**config.mk**
```make
export PLATFORM = sky130hd
export DESIGN_NAME = stopwatch_ctrl
export DESIGN_NICKNAME = d
export VERILOG_FILES = /design/src/rtl/stopwatch_ctrl.sv
export SDC_FILE = /design/constraint.sdc
export NUM_CORES = 1
export LEC_CHECK = 0
export ABC_AREA = 1
export CAP_MARGIN = 10
export CORE_MARGIN = 2
export CORE_UTILIZATION = 35
export CTS_BUF_LIST = sky130_fd_sc_hd__clkbuf_4 sky130_fd_sc_hd__clkbuf_8
export DETAILED_ROUTE_END_ITERATION = 10
export PLACE_DENSITY = 0.69
export SYNTH_ARGS = -nofsm -noshare
export SYNTH_HDL_FRONTEND = slang
export SYNTH_SLANG_ARGS = --single-unit
```
**constraint.sdc**
```tcl
create_clock -name Clock_1MSec -period 2.5 [get_ports Clock_1MSec]
set_input_delay 0.5 -clock Clock_1MSec [delete_from_list [all_inputs] [get_ports Clock_1MSec]]
set_output_delay 0.5 -clock Clock_1MSec [all_outputs]
set_load 0.01 [all_outputs]
```
**src/rtl/stopwatch_ctrl.sv**
```systemverilog
// stopwatch_ctrl: debounced button sequencer for the stopwatch, with lap capture and display mux.
// Define LAP_COUNT_EN to add the saturating Lap_Count output.
module stopwatch_ctrl #(
    parameter int DEBOUNCE_CYC = 20
) (
    input  logic       Clock_1MSec,
    input  logic       Reset,
    input  logic       Btn_SS,
    input  logic       Btn_LR,
    input  logic       Btn_Mode,
    input  logic [3:0] Hours_S,
    input  logic [5:0] Mins_S,
    input  logic [5:0] Secs_S,
    input  logic [9:0] MSecs_S,
    output logic       Start_S,
    output logic       Stop_S,
    output logic       Reset_S,
    output logic       Control,
    output logic       Lap_Valid,
    output logic [3:0] Disp_Hours,
    output logic [5:0] Disp_Mins,
    output logic [5:0] Disp_Secs,
    output logic [9:0] Disp_MSecs,
`ifdef LAP_COUNT_EN
    output logic [3:0] Lap_Count,
`endif
    output logic [1:0] State
);
    typedef enum logic [1:0] {IDLE = 2'b00, RUN = 2'b01, PAUSE = 2'b10, LAP = 2'b11} state_t;
    state_t state;
    logic [2:0] raw, s0, s1, deb, deb_d, press;
    logic [7:0] cnt [3];
    logic [3:0] lap_hours;
    logic [5:0] lap_mins, lap_secs;
    logic [9:0] lap_msecs;
    logic ss, lr;
    assign raw = {Btn_Mode, Btn_LR, Btn_SS};
    // Bit 0 = start/stop, bit 1 = lap/reset, bit 2 = mode.
    always_ff @(posedge Clock_1MSec) begin
        if (Reset) begin
            s0    <= '0;
            s1    <= '0;
            deb   <= '0;
            deb_d <= '0;
            for (int i = 0; i < 3; i++) cnt[i] <= '0;
        end else begin
            s0    <= raw;
            s1    <= s0;
            deb_d <= deb;
            for (int i = 0; i < 3; i++) begin
                if (s1[i] == deb[i]) cnt[i] <= '0;
                else if (cnt[i] == 8'(DEBOUNCE_CYC - 1)) begin
                    deb[i] <= s1[i];
                    cnt[i] <= '0;
                end else cnt[i] <= cnt[i] + 8'd1;
            end
        end
    end
    assign press = deb & ~deb_d;
    assign ss    = press[0];
    assign lr    = press[1] & ~press[0];
    always_ff @(posedge Clock_1MSec) begin
        if (Reset) begin
            state     <= IDLE;
            Start_S   <= 1'b0;
            Stop_S    <= 1'b0;
            Reset_S   <= 1'b0;
            Control   <= 1'b0;
            Lap_Valid <= 1'b0;
            lap_hours <= '0;
            lap_mins  <= '0;
            lap_secs  <= '0;
            lap_msecs <= '0;
`ifdef LAP_COUNT_EN
            Lap_Count <= '0;
`endif
        end else begin
            Start_S <= 1'b0;
            Stop_S  <= 1'b0;
            Reset_S <= 1'b0;
            if (press[2]) Control <= ~Control;
            case (state)
                IDLE: if (ss) begin
                    Start_S <= 1'b1;
                    state   <= RUN;
                end
                RUN: if (ss) begin
                    Stop_S <= 1'b1;
                    state  <= PAUSE;
                end else if (lr) begin
                    lap_hours <= Hours_S;
                    lap_mins  <= Mins_S;
                    lap_secs  <= Secs_S;
                    lap_msecs <= MSecs_S;
                    Lap_Valid <= 1'b1;
                    state     <= LAP;
`ifdef LAP_COUNT_EN
                    if (Lap_Count != 4'd15) Lap_Count <= Lap_Count + 4'd1;
`endif
                end
                LAP: if (ss) begin
                    Stop_S    <= 1'b1;
                    Lap_Valid <= 1'b0;
                    state     <= PAUSE;
                end else if (lr) begin
                    Lap_Valid <= 1'b0;
                    state     <= RUN;
                end
                PAUSE: if (ss) begin
                    Start_S <= 1'b1;
                    state   <= RUN;
                end else if (lr) begin
                    Reset_S <= 1'b1;
                    state   <= IDLE;
`ifdef LAP_COUNT_EN
                    Lap_Count <= '0;
`endif
                end
            endcase
        end
    end
    assign State      = state;
    assign Disp_Hours = Lap_Valid ? lap_hours : Hours_S;
    assign Disp_Mins  = Lap_Valid ? lap_mins  : Mins_S;
    assign Disp_Secs  = Lap_Valid ? lap_secs  : Secs_S;
    assign Disp_MSecs = Lap_Valid ? lap_msecs : MSecs_S;
endmodule

```
# After elaboration in Yosys (flattened, before gate mapping)

Memories as Yosys holds them, arrays and structs flattened.
Index checks and enable logic that the tools add are counted.

Bits in registers: 45
Memory bits (writable): 24
Bits of input ports: 31
Output and inout bits: 33
Word-level logic and storage cells: 131
Memories: 1

$add $sub $neg: 3
Equality and inequality tests: 15
Mux-type cells: 63
Bitwise gates (word level): 20
Reduce and logical (&&, ||, !) cells: 13

Memory list:

| name | words | width | rd ports | clocked after Yosys merged registers in | wr ports | line | RTL |
|---|---|---|---|---|---|---|---|
| cnt  | 3     | 8     | 3        | 0                                       | 3        | 32   | `logic [7:0] cnt [3];` |

Operator list:

| operator              | count |
|---|---|
| $mux W8               | 9 |
| $mux W1               | 41 |
| $add A8 B1 Y8 const B | 3 |
| $eq A8 B5 Y1 const B  | 3 |
| $mux W2               | 7 |
| $mux W6               | 2 |
| $mux W10              | 1 |
| $ne A3 B3 Y1 const B  | 3 |
| $or A1 B1 Y1          | 9 |
| $not A1 Y1            | 8 |
| $pmux W2 S4           | 1 |
| $reduce_and A4 Y1     | 2 |
| $reduce_or A2 Y1      | 4 |
| $ne A2 B2 Y1 const B  | 3 |
| $reduce_and A2 Y1     | 3 |
| $eq A2 B2 Y1 const B  | 2 |
| $mux W4               | 1 |
| $and A3 B3 Y3         | 1 |
| $eq A1 B1 Y1          | 3 |
| $not A3 Y3            | 1 |
| $reduce_and A3 Y1     | 1 |
| $reduce_or A3 Y1      | 1 |
| $eq A2 B1 Y1 const B  | 1 |
| $logic_not A2 Y1      | 1 |
| 3 further kinds       | 3 |

# Depth between registers and ports, before layout

Word-level depth: 7
Gate-level depth with buffers: 8
Gate-level depth less buffers: 8

# Worst setup path after synthesis

OpenSTA, ideal clock, no wires.

Kind: reg-to-output
Start point: register Lap_Valid
End point: output Disp_Hours[1]
Arrival: 1.095 ns
Path slack: 0.905 ns
Stages on the path, launching flop included: 6
Path buffers: 2
Cell sequence: dfxtp_1 -> buf_2 -> clkinv_1 -> clkbuf_1 -> nand2_1 -> nand2_1

Word-level cells in the longest chain between the ends: 1

Ends and longest elaborated chain:

| item                   | line | RTL |
|---|---|---|
| from (decl)            | 19   | `output logic Lap_Valid,` |
| from (signal assigned) | 69   | `Lap_Valid <= 1'b0;` |
| from (signal assigned) | 95   | `Lap_Valid <= 1'b1;` |
| from (signal assigned) | 103  | `Lap_Valid <= 1'b0;` |
| $mux W4                | 123  | `assign Disp_Hours = Lap_Valid ? lap_hours : Hours_S;` |
| to (decl)              | 20   | `output logic [3:0] Disp_Hours,` |

Every way passes these cells.

# Worst setup path after layout

Start point: register Lap_Valid
End point: output Disp_Mins[2]

Word-level cells in the longest chain between the ends: 1

Ends and longest elaborated chain:

| item      | line | RTL |
|---|---|---|
| $mux W6   | 124  | `assign Disp_Mins = Lap_Valid ? lap_mins : Mins_S;` |
| to (decl) | 21   | `output logic [5:0] Disp_Mins,` |

Every way passes these cells.

==> reports/results.ini <==
[outcome]
status=complete, no violations

[critical_path]
start_kind=register
slowest_delay_ns=0.56
crit_chain=clkinv_1 > buf_4 > nand2_1 > nand2_1 > clkdlybuf4s50_1
cp-end-kind=primary output
cp.required_ns=2.00
cpMostUsedCell=nand2_1
slowest_stage=clkdlybuf4s50_1
worst_r2r_endpoint=cnt[2][6]
worstPathArrival_ns=1.68
r2r_slack_ns=0.98
reg2regPathDepth=8
rr_startpoint=cnt[2][0]
path_max_fanout=26
critPathKind=register to primary output

[sta]
finalSetupViolations=0
post-route-period-util_pct=87.2
rsz0062_at_grt=false
fin_ws_ns=0.319
tns_ns=0
skew_ns=0.0119
whs_ns=0.406
period_needed_ns=2.18
hold_viol=0
fmaxAchievable_mhz=458
slew_violations=0

[min_path]
hold_end=s1[0]
hp-class=register to register
whs_path_depth=2
min-delay-start=s0[0]

[detailed_routing]
vias=3042
wl_um=6920
drc=0
drtIter0Drc=100
ant_nets=0
avgViaCountPerCell=4.45
firstDrtPassIters=4
drt-wirelength-per-cell_um=10.1

[grt]
antenna_found_initial=0
grt_pass1_wl_um=12000
grt_usage_pct=14.3
gr-total-overflow=0
grt_pass1_vias=2859
grt_max_degree=40

[power_and_ir_drop]
leakagePower_nw=1.95
ir_drop_v=0.000230
powerDensity_mw_per_mm2=555
power_mw=2.46

[die]
rows=35
die_x_um=102
core_mm2=0.00928
die_h_um=102
ios=64
dieArea_mm2=0.0104
start_util_pct=36.2

[placement]
pre_cts_ws_ns=0.342
hpwlAfterDp_um=4910
place.gp.congestion=0.758
io_buffers=63

[synth]
avgSynthCellArea_um2=7.28
ys_ff_latch=69
synth_area_mm2=0.00336
ys.flop_type=dfxtp_1
syn_inst=462
yosys_warnings=0
seq_area_frac_synth_pct=48.2
synth.distinct_cells=29
async_flop_share_pct=0
synth_edf_count=24

[final_layout]
layout-drive-gt1-share_pct=5.96
antennaDiodeCount=0
layout.nets=583
fill_cells=940
area_growth_pct=31.8

[clock_tree]
numCtsBuffers=9
clk_pin_slew_ns=0.07
cts_tree=yes
post_cts_buffers=0
clock_sinks=69
clockRootBuffer=clkbuf_8
clock_latency_ns=0.34
cts.repair.resized=0
cts_hold_buffers=0
htree_levels=3
clock_path_buffers=2

[job]
maxCapViolations=0

==> stage by stage <==
stage / instance area, µm² / instances / utilization, %
final: 4430 / 683 / 47.7
after global placement: 4190 / 667 / 45.1
after detailed placement: 4190 / 667 / 45.1
after floorplan: 3450 / 485 / -
after CTS: 4430 / 683 / 47.7
after global routing: 4430 / 683 / 47.7
==> layer usage <==
metal / global-route usage, % / routed length (µm) / vias up
met5: 0 / 0 / -
met4: 5.13 / 110 / 0
met3: 5.81 / 531 / 10
met2: 24.1 / 3240 / 69
met1: 16.5 / 3040 / 1361
li1: - / - / 1602
==> sequential cells by signal (all words and copies together), names as in the netlist <==
signal and flops:
deb_d 3, lap_mins 6, State 2, lap_msecs 10
Stop_S 1, Reset_S 1, lap_hours 4, lap_secs 6
Start_S 1, cnt 24, Control 1, deb 3
s1 3, s0 3, Lap_Valid 1
==> cells by family after synthesis <==
logic type	after synthesis	share of synthesized area [%]
adder cells (fa/ha/maj)	3	1.12
other	1	0.112
buffers and inverters	63	7.89
AO/OA/AOI/OAI	48	7.44
AND/OR/NAND/NOR	276	34.7
flip-flops	69	48.2
XOR/XNOR	2	0.521
==> area by class of cell <==
cell class | instances | area, µm² | area share, %
Tap cell | 129 | 161 | 3.64
Multi-Input combinational cell | 353 | 1560 | 35.3
Clock inverter | 3 | 65.1 | 1.47
Timing Repair Buffer | 66 | 653 | 14.7
Clock buffer | 13 | 179 | 4.04
Sequential cell | 69 | 1620 | 36.6
Inverter | 50 | 190 | 4.29
==> worst max-delay path by stage <==
stage | cells past startpoint | endpoint | startpoint
floorplan | 5 | Disp_Hours[1] | Lap_Valid
global placement | 4 | Disp_Secs[0] | Secs_S[0]
detailed placement | 4 | Disp_Hours[0] | Hours_S[0]
CTS | 5 | Disp_Mins[2] | Lap_Valid
global route | 5 | Disp_Mins[2] | Lap_Valid
finish | 5 | Disp_Mins[2] | Lap_Valid
==> power breakdown <==
group	internal [mW]	switching, mW
clock network	0.669	0.396
logic	0.104	0.0902
registers	1.18	0.0199
total	1.96	0.506
==> critical path: cells and delay by family (launching register included) <==
kind          cells  cell delay (ns)
flops             1             0.31
buf+inv           3             0.88
simple gates      2             0.16
==> layout by cell type, fill, tap and decap left out, types with 2 or more instances in the layout <==
| cell | n |
|---|---|
| a21oi_1 | 36 |
| a21oi_2 | 2 |
| buf_4 | 3 |
| bufinv_16 | 2 |
| clkbuf_8 | 13 |
| clkdlybuf4s50_1 | 63 |
| conb_1 | 24 |
| dfxtp_1 | 45 |
| edfxtp_1 | 24 |
| ha_1 | 3 |
| inv_1 | 46 |
| inv_2 | 2 |
| nand2_1 | 185 |
| nand3_1 | 17 |
| nand3b_1 | 4 |
| nand4_1 | 6 |
| nor2_1 | 48 |
| nor2_8 | 2 |
| nor3_1 | 7 |
| o21ai_0 | 9 |
| or2_2 | 3 |
| xor2_1 | 2 |
==> cells in the mapped netlist, types with 3 or more instances <==
cell type / count / area [µm²]
nand3b_1: 4 / 30.0
nor2_1: 48 / 180
or2_2: 3 / 18.8
nand2_1: 185 / 694
dfxtp_1: 45 / 901
buf_2: 3 / 15.0
inv_1: 46 / 173
a21oi_1: 36 / 180
nand3_1: 17 / 85.1
edfxtp_1: 24 / 721
buf_1: 3 / 11.3
nor3_1: 7 / 35.0
o21ai_0: 9 / 45.0
clkbuf_1: 5 / 18.8
nand4_1: 6 / 37.5
ha_1: 3 / 37.5
Power figures use the tool's default switching activity.
==> patch (same flow settings) <==
Make the reset (`Reset`) asynchronous in 2 clocked blocks.
--- a/src/rtl/stopwatch_ctrl.sv
+++ b/src/rtl/stopwatch_ctrl.sv
@@ -38,3 +38,3 @@
     // Bit 0 = start/stop, bit 1 = lap/reset, bit 2 = mode.
-    always_ff @(posedge Clock_1MSec) begin
+    always_ff @(posedge Clock_1MSec or posedge Reset) begin
         if (Reset) begin
@@ -61,3 +61,3 @@
     assign lr    = press[1] & ~press[0];
-    always_ff @(posedge Clock_1MSec) begin
+    always_ff @(posedge Clock_1MSec or posedge Reset) begin
         if (Reset) begin
Function: same outputs for any inputs over 10 cycles, from zero or initial values and one cycle with Reset high; that may be too few to reach the edited logic, so the function may still have changed.
==> patch against the original RTL <==
  * Synthesized area decreased by 0.41%
  * Design area decreased by 2.5%
  * Wire length decreased by 9.5%
  * Sequential cell count unchanged
  * Synthesized cell count decreased by 15%
  * Cell count decreased by 13%
  * Critical path depth decreased by 1
  * Power decreased by 8.5%
  * Sequential share of layout area increased by 3.4 points
  * Worst setup slack got worse by 180 ps
  * Register-to-register slack got worse by 220 ps
  * Clock skew decreased by 2.9 ps
  * Largest cell class unchanged
  * Highest routed layer unchanged
==> patch: results (changes against the original RTL) <==
logic_synthesis:
  synth_commonest_cells: "nand2_1 (112), dfrtp_1 (69), inv_1 (52)"
  async_reset_ff_share_pct: 100  # +100 points
  synth_area_leaders: "dfrtp_1 (52%), nand2_1 (13%), o21ai_2 (6.8%)"
  ys_types: 25  # -14%
  ys.flop_type: "dfrtp_1"
worst_hold_path:
  min_to: "s1[2]$_DFF_PP0_"
  min_path_cells: 0  # -2
setup_path:
  crit_path_start: "Lap_Valid$_DFFE_PP0P_"
  crit_fanout: 46  # +77%
  regToRegSetupSlack_ps: 760  # -220 ps
  worstReg2RegStart: "State[0]$_DFFE_PP0P_"
timing:
  finalClockSkew_ps: 8.96  # -2.94 ps
global_routing:
  grt_pass1_wl_microns: 10600  # -11%
  grt_pass1_vias: 2471  # -14%
  grtUsageMet3_pct: 3.97  # -1.8 points
  use_met2_pct: 21.0  # -3.1 points
  met1_usage_pct: 16.3  # -0.14 points
  grt_max_degree: 54  # +35%
cells_and_area:
  nets: 496  # -15%
power_and_ir_drop:
  sequentialPowerShare_pct: 51.1  # +2.3 points
  switching_share_pct: 22.5  # +2.0 points
  p_leak_nw: 1.97  # +1.3%
  combPwrFrac_pct: 8.7  # +0.8 points
  peakVddDrop_uv: 303  # +31%
  p_total_w: 0.00225  # -8.5%
routing:
  met2WireLength_microns: 3120  # -3.6%
  vias_per_cell: 4.34  # -2.7%
  wl_microns: 6270  # -9.5%
  drt-initial-drc-count: 108  # +8.0%
placed_design:
  dp_hpwl_microns: 4610  # -5.9%
run_status:
  status: "completed"
-- patch: cell types whose count changed in the layout (fill, tap and decap cells not counted), moves of 26 or more --
cell     before  now
dfxtp_1      45    0
nand2_1     185  112
o21ai_1       0   27
o21ai_2       0   26
a21oi_1      36    2
dfrtp_1       0   69
-- patch: cells by family after synthesis --
logic type / after synthesis / synth area share [%]
and+or+nand+nor: 177 / 22.1
AOI/OAI and AO/OA: 58 / 11.8
buffers and inverters: 68 / 8.89
xor gates and xnor gates: 13 / 3.40
adders and majority gates: 6 / 2.24
DFF: 69 / 51.6
-- patch: through the flow --
| stage | instance area (sq um) | cells | worst slack (ps) |
|---|---|---|---|
| detailed placement | 4120 | 577 | 282 |
| global placement | 4120 | 577 | 278 |
| finish | 4320 | 593 | 144 |
| global route | 4320 | 593 | 5.27 |
| CTS | 4320 | 593 | 103 |
| floorplan | 3350 | 391 | 260 |
-- patch: worst max-delay path by stage --
stage                          endpoint  cells after the start
floorplan           Control$_DFFE_PP0P_                      1
global placement          Disp_MSecs[4]                      4
detailed placement         Disp_Secs[3]                      4
CTS                       Disp_MSecs[8]                      4
global route              Disp_MSecs[7]                      4
finish                    Disp_MSecs[8]                      4
-- patch: critical path: stages, from the launching register on --
cell             delay (ps)
dfrtp_1                 530
buf_12                  250
nand2_1                  80
o21ai_1                  90
clkdlybuf4s50_1         570
-- patch: final cells by class --
cell class / count / area (sq um) / area share [%]
flip-flops and latches: 69 / 1730 / 40.0
multi-input cells: 254 / 1330 / 30.7
repair buffers: 68 / 693 / 16.0
inverters: 57 / 214 / 4.95
well taps: 129 / 161 / 3.74
clock buffers: 12 / 153 / 3.53
clock inverters: 4 / 47.5 / 1.10
